--- config.mk ---
export PLATFORM = sky130hd
export DESIGN_NAME = sdio_data_xfer_ctrl
export DESIGN_NICKNAME = d
export VERILOG_FILES = /design/src/rtl/sdio_data_xfer_pkg.sv /design/src/rtl/sdio_xfer_timer.sv /design/src/rtl/sdio_data_xfer_ctrl.sv
export SDC_FILE = /design/constraint.sdc
export NUM_CORES = 1
export LEC_CHECK = 0
export ABC_AREA = 0
export CORE_MARGIN = 10
export CORE_UTILIZATION = 46
export CTS_CLUSTER_SIZE = 25
export DETAILED_ROUTE_END_ITERATION = 10
export PLACE_DENSITY = 0.76
export SYNTH_ARGS = -nofsm -noshare
export SYNTH_HDL_FRONTEND = slang
export SYNTH_HIERARCHICAL = 1
export SYNTH_SLANG_ARGS = --single-unit
--- constraint.sdc ---
create_clock -name clk_x2 -period 2.3 [get_ports clk_x2]
set_input_delay 0.46 -clock clk_x2 [delete_from_list [all_inputs] [get_ports clk_x2]]
set_output_delay 0.46 -clock clk_x2 [all_outputs]
set_load 0.005 [all_outputs]
--- src/rtl/sdio_data_xfer_pkg.sv ---
// Shared types and constants for the SDIO block-transfer sequencer.
// Optional WAIT_PHY timeout build: define SDIO_DATA_XFER_TIMEOUT_EN.
package sdio_data_xfer_pkg;

    typedef enum logic [2:0] {
        ST_IDLE,
        ST_ACTIVATE,
        ST_WAIT_PHY,
        ST_TOKEN,
        ST_BUSY,
        ST_GAP,
        ST_END
    } xfer_state_e;

    localparam logic [2:0]  TOK_GOOD        = 3'b010;
    localparam logic [2:0]  TOK_BAD         = 3'b101;
    localparam int unsigned MAX_BLOCK_BYTES = 512;
    localparam int unsigned COUNT_W         = 10;
    localparam int unsigned BLK_W           = 9;

    // A zero size field encodes the maximum block length.
    function automatic logic [COUNT_W-1:0] size_or_max(input logic [COUNT_W-1:0] v);
        return (v == '0) ? COUNT_W'(MAX_BLOCK_BYTES) : v;
    endfunction

endpackage

--- src/rtl/sdio_xfer_timer.sv ---
// Loadable down-counter shared by the busy, gap and timeout intervals.
module sdio_xfer_timer #(
    parameter int unsigned W = 4
) (
    input  logic         clk_x2,
    input  logic         rst,
    input  logic         load,
    input  logic [W-1:0] load_val,
    output logic         zero_c
);

    logic [W-1:0] count;

    always_ff @(posedge clk_x2) begin
        if (rst) begin
            count <= '0;
        end else if (load) begin
            count <= load_val;
        end else if (count != '0) begin
            count <= count - W'(1);
        end
    end

    assign zero_c = (count == '0);

endmodule

--- src/rtl/sdio_data_xfer_ctrl.sv ---
// CMD53 block-transfer sequencer driving sdio_data_phy one block at a time.
// Define SDIO_DATA_XFER_TIMEOUT_EN to bound the wait for phy completion.
module sdio_data_xfer_ctrl #(
    parameter int unsigned BUSY_CYCLES = 8,
    parameter int unsigned GAP_CYCLES  = 2,
    parameter int unsigned TIMEOUT     = 4096
) (
    input  logic       clk_x2,
    input  logic       rst,
    input  logic       i_xfer_start,
    input  logic       i_xfer_write,
    input  logic       i_block_mode,
    input  logic [9:0] i_block_size,
    input  logic [8:0] i_block_count,
    input  logic [9:0] i_byte_count,
    input  logic       i_abort,
    output logic       o_busy,
    output logic       o_xfer_done,
    output logic       o_xfer_err,
    output logic       o_xfer_aborted,
    output logic [8:0] o_blocks_done,
    output logic       o_phy_activate,
    output logic       o_phy_write,
    output logic [9:0] o_phy_count,
    input  logic       i_phy_finished,
    input  logic       i_phy_crc_good,
    output logic       o_tok_stb,
    output logic [2:0] o_tok,
    output logic       o_dat0_busy
);

    import sdio_data_xfer_pkg::*;

    localparam int unsigned MAX_BG   = (BUSY_CYCLES > GAP_CYCLES) ? BUSY_CYCLES : GAP_CYCLES;
    localparam int unsigned MAX_LOAD = (TIMEOUT > MAX_BG) ? TIMEOUT : MAX_BG;
    localparam int unsigned TIMER_W  = $clog2(MAX_LOAD + 1);

    xfer_state_e        state;
    logic [BLK_W-1:0]   remaining;
    logic               infinite;
    logic               last_blk;
    logic               crc_bad;
    logic               fin_seen;
    logic               abort_c;
    logic               blk_done_c;
    logic               tmr_load_c;
    logic [TIMER_W-1:0] tmr_val_c;
    logic               tmr_zero_c;

    // Interval loads: busy after a token, gap after a good read block, optional phy timeout.
    always_comb begin
        abort_c    = i_abort && (state != ST_IDLE) && (state != ST_END);
        blk_done_c = (state == ST_WAIT_PHY) && i_phy_finished && fin_seen;
        tmr_load_c = 1'b0;
        tmr_val_c  = '0;
        case (state)
`ifdef SDIO_DATA_XFER_TIMEOUT_EN
            ST_ACTIVATE: begin
                tmr_load_c = 1'b1;
                tmr_val_c  = TIMER_W'(TIMEOUT - 1);
            end
`endif
            ST_TOKEN: begin
                tmr_load_c = 1'b1;
                tmr_val_c  = TIMER_W'(BUSY_CYCLES - 1);
            end
            ST_WAIT_PHY: begin
                if (blk_done_c && !o_phy_write && i_phy_crc_good) begin
                    tmr_load_c = 1'b1;
                    tmr_val_c  = TIMER_W'(GAP_CYCLES - 1);
                end
            end
            default: ;
        endcase
    end

    sdio_xfer_timer #(
        .W (TIMER_W)
    ) u_timer (
        .clk_x2   (clk_x2),
        .rst      (rst),
        .load     (tmr_load_c),
        .load_val (tmr_val_c),
        .zero_c   (tmr_zero_c)
    );

    // Outputs are updated on entry to each state so they line up with it.
    always_ff @(posedge clk_x2) begin
        if (rst) begin
            state          <= ST_IDLE;
            remaining      <= '0;
            infinite       <= 1'b0;
            last_blk       <= 1'b0;
            crc_bad        <= 1'b0;
            fin_seen       <= 1'b0;
            o_busy         <= 1'b0;
            o_xfer_done    <= 1'b0;
            o_xfer_err     <= 1'b0;
            o_xfer_aborted <= 1'b0;
            o_blocks_done  <= '0;
            o_phy_activate <= 1'b0;
            o_phy_write    <= 1'b0;
            o_phy_count    <= '0;
            o_tok_stb      <= 1'b0;
            o_tok          <= '0;
            o_dat0_busy    <= 1'b0;
        end else if (abort_c) begin
            state          <= ST_END;
            o_xfer_done    <= 1'b1;
            o_xfer_err     <= 1'b0;
            o_xfer_aborted <= 1'b1;
            o_phy_activate <= 1'b0;
            o_tok_stb      <= 1'b0;
            o_tok          <= '0;
            o_dat0_busy    <= 1'b0;
            fin_seen       <= 1'b0;
        end else begin
            case (state)
                ST_IDLE: begin
                    if (i_xfer_start) begin
                        state          <= ST_ACTIVATE;
                        o_busy         <= 1'b1;
                        o_phy_activate <= 1'b1;
                        o_phy_write    <= i_xfer_write;
                        o_phy_count    <= i_block_mode ? size_or_max(i_block_size)
                                                       : size_or_max(i_byte_count);
                        remaining      <= i_block_mode ? i_block_count : BLK_W'(1);
                        infinite       <= i_block_mode && (i_block_count == '0);
                        o_blocks_done  <= '0;
                        crc_bad        <= 1'b0;
                        last_blk       <= 1'b0;
                        fin_seen       <= 1'b0;
                    end
                end
                ST_ACTIVATE: begin
                    state <= ST_WAIT_PHY;
                end
                ST_WAIT_PHY: begin
                    if (blk_done_c) begin
                        // crc_good is only valid from the second FINISHED cycle.
                        fin_seen       <= 1'b0;
                        o_phy_activate <= 1'b0;
                        o_blocks_done  <= o_blocks_done + BLK_W'(1);
                        remaining      <= remaining - BLK_W'(1);
                        last_blk       <= !infinite && (remaining == BLK_W'(1));
                        crc_bad        <= !i_phy_crc_good;
                        if (o_phy_write) begin
                            state     <= ST_TOKEN;
                            o_tok_stb <= 1'b1;
                            o_tok     <= i_phy_crc_good ? TOK_GOOD : TOK_BAD;
                        end else if (i_phy_crc_good) begin
                            state <= ST_GAP;
                        end else begin
                            state       <= ST_END;
                            o_xfer_done <= 1'b1;
                            o_xfer_err  <= 1'b1;
                        end
                    end else if (i_phy_finished) begin
                        fin_seen <= 1'b1;
                    end else begin
                        fin_seen <= 1'b0;
`ifdef SDIO_DATA_XFER_TIMEOUT_EN
                        if (tmr_zero_c) begin
                            state          <= ST_END;
                            o_xfer_done    <= 1'b1;
                            o_xfer_err     <= 1'b1;
                            o_phy_activate <= 1'b0;
                        end
`endif
                    end
                end
                ST_TOKEN: begin
                    state       <= ST_BUSY;
                    o_tok_stb   <= 1'b0;
                    o_tok       <= '0;
                    o_dat0_busy <= 1'b1;
                end
                ST_BUSY: begin
                    if (tmr_zero_c) begin
                        o_dat0_busy <= 1'b0;
                        if (crc_bad || last_blk) begin
                            state       <= ST_END;
                            o_xfer_done <= 1'b1;
                            o_xfer_err  <= crc_bad;
                        end else begin
                            state          <= ST_ACTIVATE;
                            o_phy_activate <= 1'b1;
                        end
                    end
                end
                ST_GAP: begin
                    if (tmr_zero_c) begin
                        if (last_blk) begin
                            state       <= ST_END;
                            o_xfer_done <= 1'b1;
                            o_xfer_err  <= 1'b0;
                        end else begin
                            state          <= ST_ACTIVATE;
                            o_phy_activate <= 1'b1;
                        end
                    end
                end
                ST_END: begin
                    state          <= ST_IDLE;
                    o_busy         <= 1'b0;
                    o_xfer_done    <= 1'b0;
                    o_xfer_err     <= 1'b0;
                    o_xfer_aborted <= 1'b0;
                end
                default: state <= ST_IDLE;
            endcase
        end
    end

endmodule
==> impl_results.md, run 1 <==
- Clock buffers created by TritonCTS: 9
- Post-layout util: 0.643
- Top-area cell type share of the netlist area: 0.361
- End of the worst register-to-register path: o_phy_activate
- Share of the yosys chip area belonging to registers: 0.361
- Most common cell in the netlist: sky130_fd_sc_hd__dfxtp_1
- Distinct cells, synth: 67
- Wire length of the first global-routing pass: 14,900 microns
- Signal arrival time at the worst endpoint: 2.49 ns
- Final hold viol count: 0
- Setup crit end kind: register
- Reg2Reg Depth: 6
- Least-Margin Pin Slew: 0.683 ns
- Maximum root-to-sink buffer count: 2
- Filler Cell Count: 569
- Cell types with the highest counts after synthesis: sky130_fd_sc_hd__dfxtp_1, sky130_fd_sc_hd__nor2_1, sky130_fd_sc_hd__a21oi_1
- Yosys warnings: 6
- 1st-iter DRT viols: 140
- Launch instance of the worst min-delay path: infinite
- Net switching fraction of the power: 0.394
- Most frequently used flop master after synthesis: sky130_fd_sc_hd__dfxtp_1
- Post-synthesis area per instance: 8.30 sq um
- Clock transition at the registers of the reported paths: 0.07 ns
- Total of endpoints with negative setup slack in the final report: 0
- Highest cell delay on the worst timing path: 0.58 ns
- Max stage delay cell, worst path: sky130_fd_sc_hd__or4_4
- Net load switching power: 1960 uW
- Family with the most delay on the worst path: simple AND/OR/NAND/NOR gates
- Core Area: 6790 sq um
- Drt pass-1 iters: 5
- Number of synthesized flops with an enable pin: 0
- Residual overflow from global routing: 0
- Die Ht: 104 microns
- RSZ-0062 raised after global routing: yes
- Worst path cell trace: or4_4 -> nor4_4 -> inv_2 -> or4_1 -> a21o_1 -> a211oi_2
- Die footprint: 10,700 sq um
- Total via count after detailed routing: 3,249
- Clock Sink Count: 58
- Maximum number of pins on one net before global-route repair: 20
- Source-to-sink clock delay at the later pin of the worst-skew pair: 0.34 ns
- Sort of element at the start of the critical path: register
- Die Span X: 104 microns
- R2r startpoint: u_timer/count[4]
- Result of the run: complete, no violations
- I/O Pins: 67
- Part of the power in registers: 0.299
- Final routed wirelength across all metal layers: 9000 microns
- Leakage power: 0.00158 uW
- Required @ worst endpoint: 2.56 ns
- Max-slew violation count: 0
- Post-synth design cell area: 3220 sq um
- Antenna violation net count after detailed routing: 0
- Async set-or-reset flop fraction in the synthesized netlist: 0
- Number of synthesized register bits: 58
- Overall Global Routing Usage: 0.162
- Number of global-route vias before repair: 3,215
- HPWL after detailed placement: 6760 microns
- Destination of the worst hold path: infinite
- Buf/Inv on CP: 1
- Combinational power share: 0.506
- Post-synthesis cell count: 388
- Worst setup skew after layout: 0.0110 ns
- Fraction of final layout cells with drive strength greater than 1: 0.146
- Critical-path maximum fanout: 4
- Number of cells on the worst hold path: 2
- Number of standard-cell rows in the floorplan: 30
- Area growth from synthesis to final layout: 35.6%
- Port Buf Inserts: 66
- H-tree levels: 3
- Number of violations of the max-capacitance limit: 0
- Count of antenna diodes in the layout: 0
- Worst-case headroom to the max-slew limit: 0.544
- Fraction of power consumed by the clock network: 0.195
- Overall power after layout: 4970 uW
- Clk Tree Root Cell: sky130_fd_sc_hd__clkbuf_8
- Min cycle time layout: 2.23 ns
- Setup slack, reg-to-reg: 0.07 ns
- Antenna violations before repair: 0
- Maximum clock frequency: 0.449 GHz
- Count of nets after finishing: 516
- Biggest area contributors in the synthesized netlist: sky130_fd_sc_hd__dfxtp_1, sky130_fd_sc_hd__a21oi_1, sky130_fd_sc_hd__a211oi_1, sky130_fd_sc_hd__nor2_1, sky130_fd_sc_hd__mux2i_1
- Placer Congestion: 0.839
- Final routed wire length divided by cell count: 15.7 microns
- Final period utilization: 0.969
- Internal power summed over all cells: 3010 uW
- Worst hold path class: register to register
- PD cells: 1140 nW/um^2
- Initial core utilization: 0.474
- Worst ir drop on vdd: 0.000612 V
- Clock tree from TritonCTS: yes
- Average via count per standard cell: 5.65
- Largest area contributor in the synthesized netlist: sky130_fd_sc_hd__dfxtp_1
- Classification of the worst setup path: register to register
- DR DRC count: 0
==> power by group through the flow <==
stage | Clock [uW] | Sequential [uW] | Combinational (uW)
finish | 969 | 1490 | 2510
global route | 1010 | 1520 | 2790
CTS | 975 | 1470 | 2440
detailed placement | 0 | 1490 | 2420
global placement | 0 | 1480 | 2370
floorplan | 0 | 1460 | 1710
==> worst max-delay path by stage <==
stage                           from              to  slack, ns  cells after the start
floorplan           u_timer/count[0]  o_phy_activate      -0.02                      9
global placement    u_timer/count[0]  o_phy_activate       0.09                      8
detailed placement  u_timer/count[0]     o_xfer_done     -0.006                      8
CTS                 u_timer/count[4]     o_xfer_done      0.001                      6
global route        u_timer/count[0]  o_phy_activate      -0.03                      8
finish              u_timer/count[4]  o_phy_activate       0.07                      6
==> cells in the final DEF, fill, tap and decap left out, types with 3 or more instances in the layout <==
| cell type | instances |
|---|---|
| sky130_fd_sc_hd__a211oi_1 | 17 |
| sky130_fd_sc_hd__a21oi_1 | 29 |
| sky130_fd_sc_hd__a31oi_1 | 5 |
| sky130_fd_sc_hd__and3_1 | 3 |
| sky130_fd_sc_hd__buf_4 | 24 |
| sky130_fd_sc_hd__clkbuf_8 | 11 |
| sky130_fd_sc_hd__clkdlybuf4s50_1 | 66 |
| sky130_fd_sc_hd__clkinv_2 | 3 |
| sky130_fd_sc_hd__conb_1 | 10 |
| sky130_fd_sc_hd__dfxtp_1 | 56 |
| sky130_fd_sc_hd__ha_1 | 4 |
| sky130_fd_sc_hd__inv_1 | 11 |
| sky130_fd_sc_hd__mux2i_1 | 11 |
| sky130_fd_sc_hd__nand2_1 | 26 |
| sky130_fd_sc_hd__nand2b_1 | 4 |
| sky130_fd_sc_hd__nand3_1 | 5 |
| sky130_fd_sc_hd__nand3b_1 | 4 |
| sky130_fd_sc_hd__nand4_1 | 3 |
| sky130_fd_sc_hd__nor2_1 | 36 |
| sky130_fd_sc_hd__nor2b_1 | 4 |
| sky130_fd_sc_hd__nor3_1 | 15 |
| sky130_fd_sc_hd__nor3b_1 | 3 |
| sky130_fd_sc_hd__nor4_1 | 8 |
| sky130_fd_sc_hd__o21a_1 | 6 |
| sky130_fd_sc_hd__o21ai_0 | 20 |
| sky130_fd_sc_hd__o31a_1 | 4 |
| sky130_fd_sc_hd__o31ai_1 | 6 |
| sky130_fd_sc_hd__or2_2 | 3 |
| sky130_fd_sc_hd__or3_1 | 7 |
| sky130_fd_sc_hd__or4_1 | 10 |
| sky130_fd_sc_hd__xnor2_1 | 7 |
==> cell type report <==
cell class	count	area (sq um)	share of cell area
clock buffers	11	151	0.0347
clock inverters	5	52.6	0.0120
inverters	14	55.1	0.0126
multi-input cells	300	1970	0.451
flip-flops and latches	58	1170	0.267
well taps	96	120	0.0275
repair buffers	91	852	0.195
==> sequential cells by signal, summed over array words and instances, names as in the netlist <==
signal / cells
o_xfer_aborted: 1
o_tok_stb: 1
last_blk: 1
state: 3
o_dat0_busy: 1
remaining: 9
o_phy_write: 1
o_phy_count: 10
o_busy: 1
u_timer/count: 13
o_xfer_err: 1
o_xfer_done: 1
crc_bad: 1
o_blocks_done: 9
fin_seen: 1
o_tok: 2
infinite: 1
o_phy_activate: 1
==> worst reg2reg max path, delay by kind of cell, from the launching register on <==
kind | cells | cell delay (ns)
compound gates | 2 | 0.36
buf+inv | 1 | 0.06
flops | 1 | 0.34
simple gates | 3 | 1.41
==> logic make-up (layout without fill, tap and decap cells) <==
logic type,after synthesis,count (layout),share of synthesized area
flip-flops,58,58,0.361
buffers and inverters,39,121,0.0556
other,1,10,0.00116
AND/OR/NAND/NOR,149,149,0.258
AO/OA/AOI/OAI,116,116,0.246
XOR/XNOR,8,8,0.0218
multiplexers,12,12,0.0377
adder cells (fa/ha/maj),5,5,0.0194
==> per-layer routing <==
| metal | part of all wire | vias up | global-route usage |
|---|---|---|---|
| met5 | 0 | - | 0 |
| met4 | 0.017 | 0 | 0.0686 |
| met3 | 0.091 | 17 | 0.0657 |
| met2 | 0.45 | 125 | 0.258 |
| met1 | 0.44 | 1499 | 0.187 |
| li1 | - | 1608 | - |
==> per-stage QoR <==
stage	hold slack, ns	setup slack, ns	TNS (ns)	instance area (sq um)	cells
finish	0.462	0.0714	0	4370	575
global route	0.502	-0.0327	-0.0543	4370	575
CTS	0.464	0.00144	0	4320	572
detailed placement	0.456	-0.00597	-0.00597	4120	556
global placement	0.442	0.0873	0	4120	556
floorplan	0.436	-0.0199	-0.0199	3280	397
==> repair_timing <==
item	CTS	global route
hold buffers	0	0
setup endpoints to repair	3	4
pin swaps	1	1
setup buffers	0	3
gates resized for setup	0	6
Note: power is estimated with default switching activity, not from simulation.
==> run 2, diff against run 1 <==
--- a/config.mk
+++ b/config.mk
@@ -10,6 +10,7 @@
 export CORE_UTILIZATION = 46
 export CTS_CLUSTER_SIZE = 25
 export DETAILED_ROUTE_END_ITERATION = 10
+export GPL_ROUTABILITY_DRIVEN = 1
 export PLACE_DENSITY = 0.76
 export SYNTH_ARGS = -nofsm -noshare
 export SYNTH_HDL_FRONTEND = slang
==> results of run 2 <==
The final DEF is identical to that of run 1; final timing and power are the same.
